$ cat src/rtl/scroll_controller.sv
`default_nettype none
// ============================================================================
//  Module      : scroll_controller
//  Description : Scrolling-message sequencer. Walks a six-digit window over a
//                fixed eight-symbol message ("CPEN 311"), one position per
//                scroll period, and issues the load strobes for the display
//                datapath (hex_en to load the window, ledr_en per step).
//  Revision    : 1.0 - initial release
// ============================================================================
module scroll_controller #(
   parameter int CLK_DIV = 50000000,
   parameter int MSG_LEN = 8
) (
   input  logic       clk,
   input  logic       reset,
   input  logic       dir,
   input  logic       pause,
   output logic       ledr_en,
   output logic       hex_en,
   output logic [6:0] next_hex0,
   output logic [6:0] next_hex1,
   output logic [6:0] next_hex2,
   output logic [6:0] next_hex3,
   output logic [6:0] next_hex4,
   output logic [6:0] next_hex5,
   output logic [2:0] scroll_pos
);

   // Active-low 7-segment codes, bit order {g,f,e,d,c,b,a}
   localparam logic [6:0] c_hex_c   = 7'b1000110;
   localparam logic [6:0] c_hex_p   = 7'b0001100;
   localparam logic [6:0] c_hex_e   = 7'b0000110;
   localparam logic [6:0] c_hex_n   = 7'b1001000;
   localparam logic [6:0] c_hex_off = 7'b1111111;
   localparam logic [6:0] c_hex_3   = 7'b0110000;
   localparam logic [6:0] c_hex_1   = 7'b1111001;

   // Position width follows the message length; a power-of-two length lets
   // the position counter wrap on its own.
   localparam int c_pos_w = $clog2(MSG_LEN);
   localparam int c_cnt_w = $clog2(CLK_DIV);
   localparam logic [c_cnt_w-1:0] c_cnt_last = c_cnt_w'(CLK_DIV - 1);

   typedef enum logic [1:0] {
      S_INIT = 2'd0,
      S_SHOW = 2'd1,
      S_WAIT = 2'd2,
      S_STEP = 2'd3
   } state_t;

   state_t               r_state;
   state_t               w_state_nxt;
   logic [c_cnt_w-1:0]   r_cnt;
   logic [c_pos_w-1:0]   r_pos;
   logic                 w_cnt_done;
   logic [6:0]           w_win [0:5];

   // Message ROM: "CPEN 311"
   function automatic logic [6:0] msg_rom(input logic [c_pos_w-1:0] idx);
      logic [6:0] code;
      case (idx)
         3'd0:    code = c_hex_c;
         3'd1:    code = c_hex_p;
         3'd2:    code = c_hex_e;
         3'd3:    code = c_hex_n;
         3'd4:    code = c_hex_off;
         3'd5:    code = c_hex_3;
         3'd6:    code = c_hex_1;
         default: code = c_hex_1;
      endcase
      return code;
   endfunction

   assign w_cnt_done = (r_cnt == c_cnt_last);

   // State register
   always_ff @(posedge clk) begin
      if (reset) r_state <= S_INIT;
      else       r_state <= w_state_nxt;
   end

   // Next-state decode and Moore strobes
   always_comb begin
      w_state_nxt = r_state;
      hex_en      = 1'b0;
      ledr_en     = 1'b0;
      case (r_state)
         S_INIT: w_state_nxt = S_SHOW;
         S_SHOW: begin
            hex_en      = 1'b1;
            w_state_nxt = S_WAIT;
         end
         S_WAIT: begin
            // pause only matters once the wait count has expired
            if (w_cnt_done && !pause) w_state_nxt = S_STEP;
         end
         S_STEP: begin
            ledr_en     = 1'b1;
            w_state_nxt = S_SHOW;
         end
         default: w_state_nxt = S_INIT;
      endcase
   end

   // Wait-phase counter: cleared on SHOW, counts up in WAIT, parks at the
   // terminal value while paused
   always_ff @(posedge clk) begin
      if (reset) begin
         r_cnt <= '0;
      end else begin
         case (r_state)
            S_WAIT: begin
               if (!w_cnt_done)  r_cnt <= r_cnt + 1'b1;
               else if (!pause)  r_cnt <= '0;
            end
            default: r_cnt <= '0;
         endcase
      end
   end

   // Window position: moves one place on the STEP exit edge, dir sampled here
   always_ff @(posedge clk) begin
      if (reset) begin
         r_pos <= '0;
      end else if (r_state == S_STEP) begin
         if (dir) r_pos <= r_pos + 1'b1;
         else     r_pos <= r_pos - 1'b1;
      end
   end

   // Window decode: digit k shows message symbol p+5-k, so hex5 is leftmost
   for (genvar gi = 0; gi < 6; gi++) begin : g_window
      assign w_win[gi] = msg_rom(r_pos + c_pos_w'(5 - gi));
   end

   assign next_hex0  = w_win[0];
   assign next_hex1  = w_win[1];
   assign next_hex2  = w_win[2];
   assign next_hex3  = w_win[3];
   assign next_hex4  = w_win[4];
   assign next_hex5  = w_win[5];
   assign scroll_pos = r_pos;

endmodule
`default_nettype wire

$ cat config.mk
export PLATFORM = sky130hd
export DESIGN_NAME = scroll_controller
export DESIGN_NICKNAME = d
export VERILOG_FILES = /design/src/rtl/scroll_controller.sv
export SDC_FILE = /design/constraint.sdc
export NUM_CORES = 1
export LEC_CHECK = 0
export CAP_MARGIN = 20
export CORE_MARGIN = 2
export CORE_UTILIZATION = 52
export DETAILED_ROUTE_END_ITERATION = 8
export PLACE_DENSITY = 0.81
export SLEW_MARGIN = 30
export SYNTH_ARGS = -nofsm -noshare
export SYNTH_HDL_FRONTEND = slang
export SYNTH_SLANG_ARGS = --single-unit
$ cat constraint.sdc
create_clock -name clk -period 4 [get_ports clk]
set_clock_uncertainty 0.1 [all_clocks]
set_input_delay 1.2 -clock clk [delete_from_list [all_inputs] [get_ports clk]]
set_output_delay 1.2 -clock clk [all_outputs]
set_load 0.05 [all_outputs]
==> impl_results.html <==
<table>
<tr><th>Metric</th><th>Value</th></tr>
<tr><th colspan="2">Yosys</th></tr>
<tr><td>Distinct cells, synth</td><td>slightly above 50</td></tr>
<tr><td>Cell count after synthesis</td><td>337</td></tr>
<tr><td>Main combinational cell family by area after synthesis</td><td>simple AND/OR/NAND/NOR gates</td></tr>
<tr><td>Post-synthesis xor/xnor area fraction</td><td>3.46%</td></tr>
<tr><td>Post-synth net total</td><td>roughly 360</td></tr>
<tr><td>Cell area after synthesis</td><td>2530 um^2</td></tr>
<tr><td>Async set-reset flop share out of synthesis</td><td>0%</td></tr>
<tr><td>Area fraction in compound gates after synthesis</td><td>20.9%</td></tr>
<tr><td>Mux contribution to synthesized area</td><td>3.56%</td></tr>
<tr><td>Simple-gate area share of the yosys netlist</td><td>32.2%</td></tr>
<tr><td>Number of synthesized register bits</td><td>31</td></tr>
<tr><td>Synthesized area per cell</td><td>7.51 um^2</td></tr>
<tr><td>Sequential share of the synthesized area</td><td>24.5%</td></tr>
<tr><td>Adder and majority cell fraction of the synthesized area</td><td>7.91%</td></tr>
<tr><td>Syn. warnings</td><td>0</td></tr>
<tr><td>Number of enable flip-flop cells after synthesis</td><td>0</td></tr>
<tr><td>Most frequently used flop master after synthesis</td><td>dfxtp_1</td></tr>
<tr><th colspan="2">Timing</th></tr>
<tr><td>Final hold violation count</td><td>0</td></tr>
<tr><td>Remaining max-slew budget at the tightest pin</td><td>roughly 53%</td></tr>
<tr><td>Final slew viol count</td><td>0</td></tr>
<tr><td>FMAX</td><td>about 0.25 GHz</td></tr>
<tr><td>Min Clock Period, post-route</td><td>3.94 ns</td></tr>
<tr><td>Final-report setup violation count</td><td>0</td></tr>
<tr><td>Worst slew pin tran</td><td>0.708 ns</td></tr>
<tr><td>Ratio of final minimum period to clock period</td><td>98.6%</td></tr>
<tr><th colspan="2">Power</th></tr>
<tr><td>Net switching power figure</td><td>1.36 mW</td></tr>
<tr><td>Worst VDD drop</td><td>0.509 mV</td></tr>
<tr><td>Static leakage</td><td>1.20 nW</td></tr>
<tr><td>Part of the power in the clock network</td><td>11.0%</td></tr>
<tr><td>Pwr per Cell Area</td><td>780 nW/um^2</td></tr>
<tr><td>Comb power frac</td><td>75.0%</td></tr>
<tr><td>Flop pwr share</td><td>14.0%</td></tr>
<tr><td>Cell-internal power</td><td>around 1.2 mW</td></tr>
<tr><td>Net switching fraction of the power</td><td>53.9%</td></tr>
<tr><th colspan="2">GRT</th></tr>
<tr><td>Global-route wire length before repair</td><td>10900 um</td></tr>
<tr><td>Global-route usage over all layers</td><td>25.8%</td></tr>
<tr><td>Vias in the first global route</td><td>2362</td></tr>
<tr><td>Residual overflow from global routing</td><td>0</td></tr>
<tr><td>Pin count of the biggest net entering global routing</td><td>20</td></tr>
<tr><td>Antenna violations before repair</td><td>0</td></tr>
<tr><th colspan="2">Setup path</th></tr>
<tr><td>Critical path class</td><td>register to primary output</td></tr>
<tr><td>Setup slack of the most critical reg-to-reg path</td><td>1.58 ns</td></tr>
<tr><td>Ordered list of cells on the worst path</td><td>inv_1 -&gt; ha_1 -&gt; nor3_1 -&gt; nor2_1 -&gt; a21oi_2 -&gt; a21o_1 -&gt; clkdlybuf4s50_1</td></tr>
<tr><td>Arrival time at the worst endpoint</td><td>around 2.6 ns</td></tr>
<tr><td>Beginning of the critical path</td><td>scroll_pos[1]</td></tr>
<tr><td>Reg-to-reg critical path startpoint</td><td>r_cnt[7]</td></tr>
<tr><td>Top delay family on crit path</td><td>buffers and inverters</td></tr>
<tr><td>Critical Path Sink Type</td><td>primary output</td></tr>
<tr><td>Data required time of the critical path</td><td>2.70 ns</td></tr>
<tr><td>Delay of the slowest critical-path stage</td><td>0.84 ns</td></tr>
<tr><td>Slowest-stage cell, CP</td><td>clkdlybuf4s50_1</td></tr>
<tr><td>Startpoint type of the worst setup path</td><td>register</td></tr>
<tr><td>CP bufs+invs</td><td>2</td></tr>
<tr><td>Peak fanout along the critical path</td><td>12</td></tr>
<tr><th colspan="2">Cells and area</th></tr>
<tr><td>Final standard cell area without fillers</td><td>3230 um^2</td></tr>
<tr><td>Final Non-Filler Cells</td><td>425</td></tr>
<tr><td>Commonest cells after routing, fill and taps aside</td><td>dfxtp_1 (28), nor2_1 (27), nand2_1 (27)</td></tr>
<tr><td>Number of inserted filler cells in the final layout</td><td>378</td></tr>
<tr><td>Final design utilization</td><td>68.9%</td></tr>
<tr><td>Most common cell after layout, fill and taps aside</td><td>dfxtp_1</td></tr>
<tr><td>Share of post-route cells with drive strength above 1</td><td>15.1%</td></tr>
<tr><td>Antenna Cells</td><td>0</td></tr>
<tr><td>Net count of the finished layout</td><td>around 400</td></tr>
<tr><td>Area Overhead vs Synth</td><td>27.8%</td></tr>
<tr><th colspan="2">Clock network</th></tr>
<tr><td>Clock Root Buffer</td><td>clkbuf_8</td></tr>
<tr><td>Clock edge transition at the registers on the reported setup and hold paths</td><td>0.06 ns</td></tr>
<tr><td>Maximum clock insertion buffer count</td><td>2</td></tr>
<tr><td>Clock tree from TritonCTS</td><td>yes</td></tr>
<tr><td>Post-CTS Setup Bufs</td><td>0</td></tr>
<tr><td>Worst-Skew Late Latency</td><td>0.29 ns</td></tr>
<tr><td>TritonCTS sink count</td><td>31</td></tr>
<tr><td>H-tree depth</td><td>2</td></tr>
<tr><td>Total CTS buffers</td><td>5</td></tr>
<tr><th colspan="2">Placement</th></tr>
<tr><td>Final estimated routing congestion in global placement</td><td>between 0.9 and 1</td></tr>
<tr><td>Placed instance count</td><td>417</td></tr>
<tr><td>IO Port Bufs</td><td>50</td></tr>
<tr><td>Dpl cell area</td><td>approximately 3100 um^2</td></tr>
<tr><td>HPWL Detailed</td><td>5030 um</td></tr>
<tr><th colspan="2">Run status</th></tr>
<tr><td>Outcome</td><td>completed</td></tr>
<tr><th colspan="2">Drt</th></tr>
<tr><td>Count of nets left with antenna violations after detail routing</td><td>0</td></tr>
<tr><td>Initial DRT Pass Iterations</td><td>5</td></tr>
<tr><td>Aggregate routed wire length</td><td>between 6000 and 7000 um</td></tr>
<tr><td>Via/cell ratio</td><td>6.40</td></tr>
<tr><td>Number of vias in the routed layout</td><td>2721</td></tr>
<tr><td>Iteration-0 DRC Markers</td><td>221</td></tr>
<tr><td>Post-DR wirelength/cell</td><td>16.1 um</td></tr>
<tr><td>Number of DRC violations after detailed routing</td><td>0</td></tr>
<tr><th colspan="2">Die</th></tr>
<tr><td>Horizontal extent of the die</td><td>73.8 um</td></tr>
<tr><td>Number of rows in the core area</td><td>25</td></tr>
<tr><td>Die Y</td><td>73.8 um</td></tr>
<tr><td>Number of top-level design ports</td><td>between 50 and 60</td></tr>
<tr><td>Core footprint</td><td>4690 um^2</td></tr>
<tr><td>Die Outline Area</td><td>~5400 um^2</td></tr>
<tr><td>Starting density of the core</td><td>53.9%</td></tr>
<tr><th colspan="2">Hold path</th></tr>
<tr><td>Hold path startpoint</td><td>r_cnt[25]</td></tr>
<tr><td>Class of the worst hold path</td><td>register to register</td></tr>
<tr><th colspan="2">Flow run</th></tr>
<tr><td>Number of max-capacitance violations reported</td><td>0</td></tr>
</table>
==> synth_stat cells, drive strengths merged, types with 3 or more instances <==
library cell / number / share of area, %
o41ai: 3 / 1.0
dfxtp: 31 / 25
clkbuf: 18 / 2.7
o22ai: 4 / 0.99
nor2: 27 / 4.0
or4: 6 / 1.8
a21oi: 13 / 2.6
ha: 16 / 7.9
and3: 8 / 2.0
a211oi: 5 / 1.5
xnor2: 8 / 2.8
o211ai: 6 / 1.8
nand2: 27 / 4.0
a21o: 6 / 1.8
and4: 4 / 1.4
buf: 9 / 2.3
or3: 8 / 2.0
or2: 7 / 1.7
nor4: 9 / 2.2
inv: 15 / 2.2
mux2i: 9 / 3.6
nor3: 10 / 2.0
nand3: 9 / 2.0
o21bai: 5 / 1.5
nand2b: 7 / 1.7
nand4: 15 / 3.7
o21ai: 18 / 3.7
o31ai: 7 / 2.1
and2: 4 / 0.99
==> power by group through the flow <==
stage | clock network, mW | registers, mW | logic, mW
CTS | 0.283 | 0.353 | 1.88
finish | 0.276 | 0.353 | 1.89
floorplan | 0 | 0.370 | 1.25
global route | 0.292 | 0.357 | 1.98
global placement | 0 | 0.357 | 1.87
detailed placement | 0 | 0.360 | 1.88
==> area by class of cell <==
cell class	instances	area (um^2)	area share, %
multi-input cells	263	1760	54.3
flip-flops and latches	31	627	19.4
repair buffers	53	622	19.2
clock buffers	8	100	3.10
well taps	54	67.6	2.09
inverters	16	60.1	1.86
==> state kept, by name (all words and copies together) (netlist names) <==
register    flops
r_cnt          26
scroll_pos      3
r_state         2
==> metal layers <==
layer / GRT usage [%] / wire length, um
met4: 12.3 / 157
met3: 5.08 / 524
met1: 36.0 / 3040
met5: 0 / 0
met2: 37.7 / 3140
==> repair_timing <==
action / CTS / global route
gates cloned: 0 / 0
hold buffers: 0 / 0
gates resized for setup: 3 / 5
endpoints found under the hold margin: 0 / 0
setup endpoints to repair: 8 / 8
==> final timing paths <==
| check | to | cells past startpoint |
|---|---|---|
| max reg2reg | r_cnt[21] | 4 |
| min | r_cnt[25] | 2 |
| max | next_hex3[5] | 7 |
| min reg2reg | r_cnt[25] | 2 |
==> worst min-delay path, cell delays in order (launching register included) <==
cell and delay, ns:
dfxtp_1 0.33, nand2_1 0.06, o21bai_1 0.06
==> cell families (layout without fill, tap and decap cells) <==
group / Yosys count / in the layout
AND/OR/NAND/NOR: 149 / 149
flip-flops: 31 / 31
adder cells (fa/ha/maj): 16 / 16
multiplexers: 9 / 9
AO/OA/AOI/OAI: 79 / 79
XOR/XNOR: 10 / 10
buffers and inverters: 43 / 77
==> metrics by stage <==
step | TNS (ns) | power [mW] | worst slack (ns) | hold WS (ns)
2_1_floorplan | 0 | 1.62 | 0.00808 | 0.349
4_1_cts | 0 | 2.52 | 0.0451 | 0.393
3_3_place_gp | 0 | 2.23 | 0.270 | 0.362
5_1_grt | -0.0728 | 2.63 | -0.0502 | 0.430
6_report | 0 | 2.52 | 0.0573 | 0.394
3_5_place_dp | 0 | 2.24 | 0.208 | 0.384
Power figures use the tool's default switching activity.
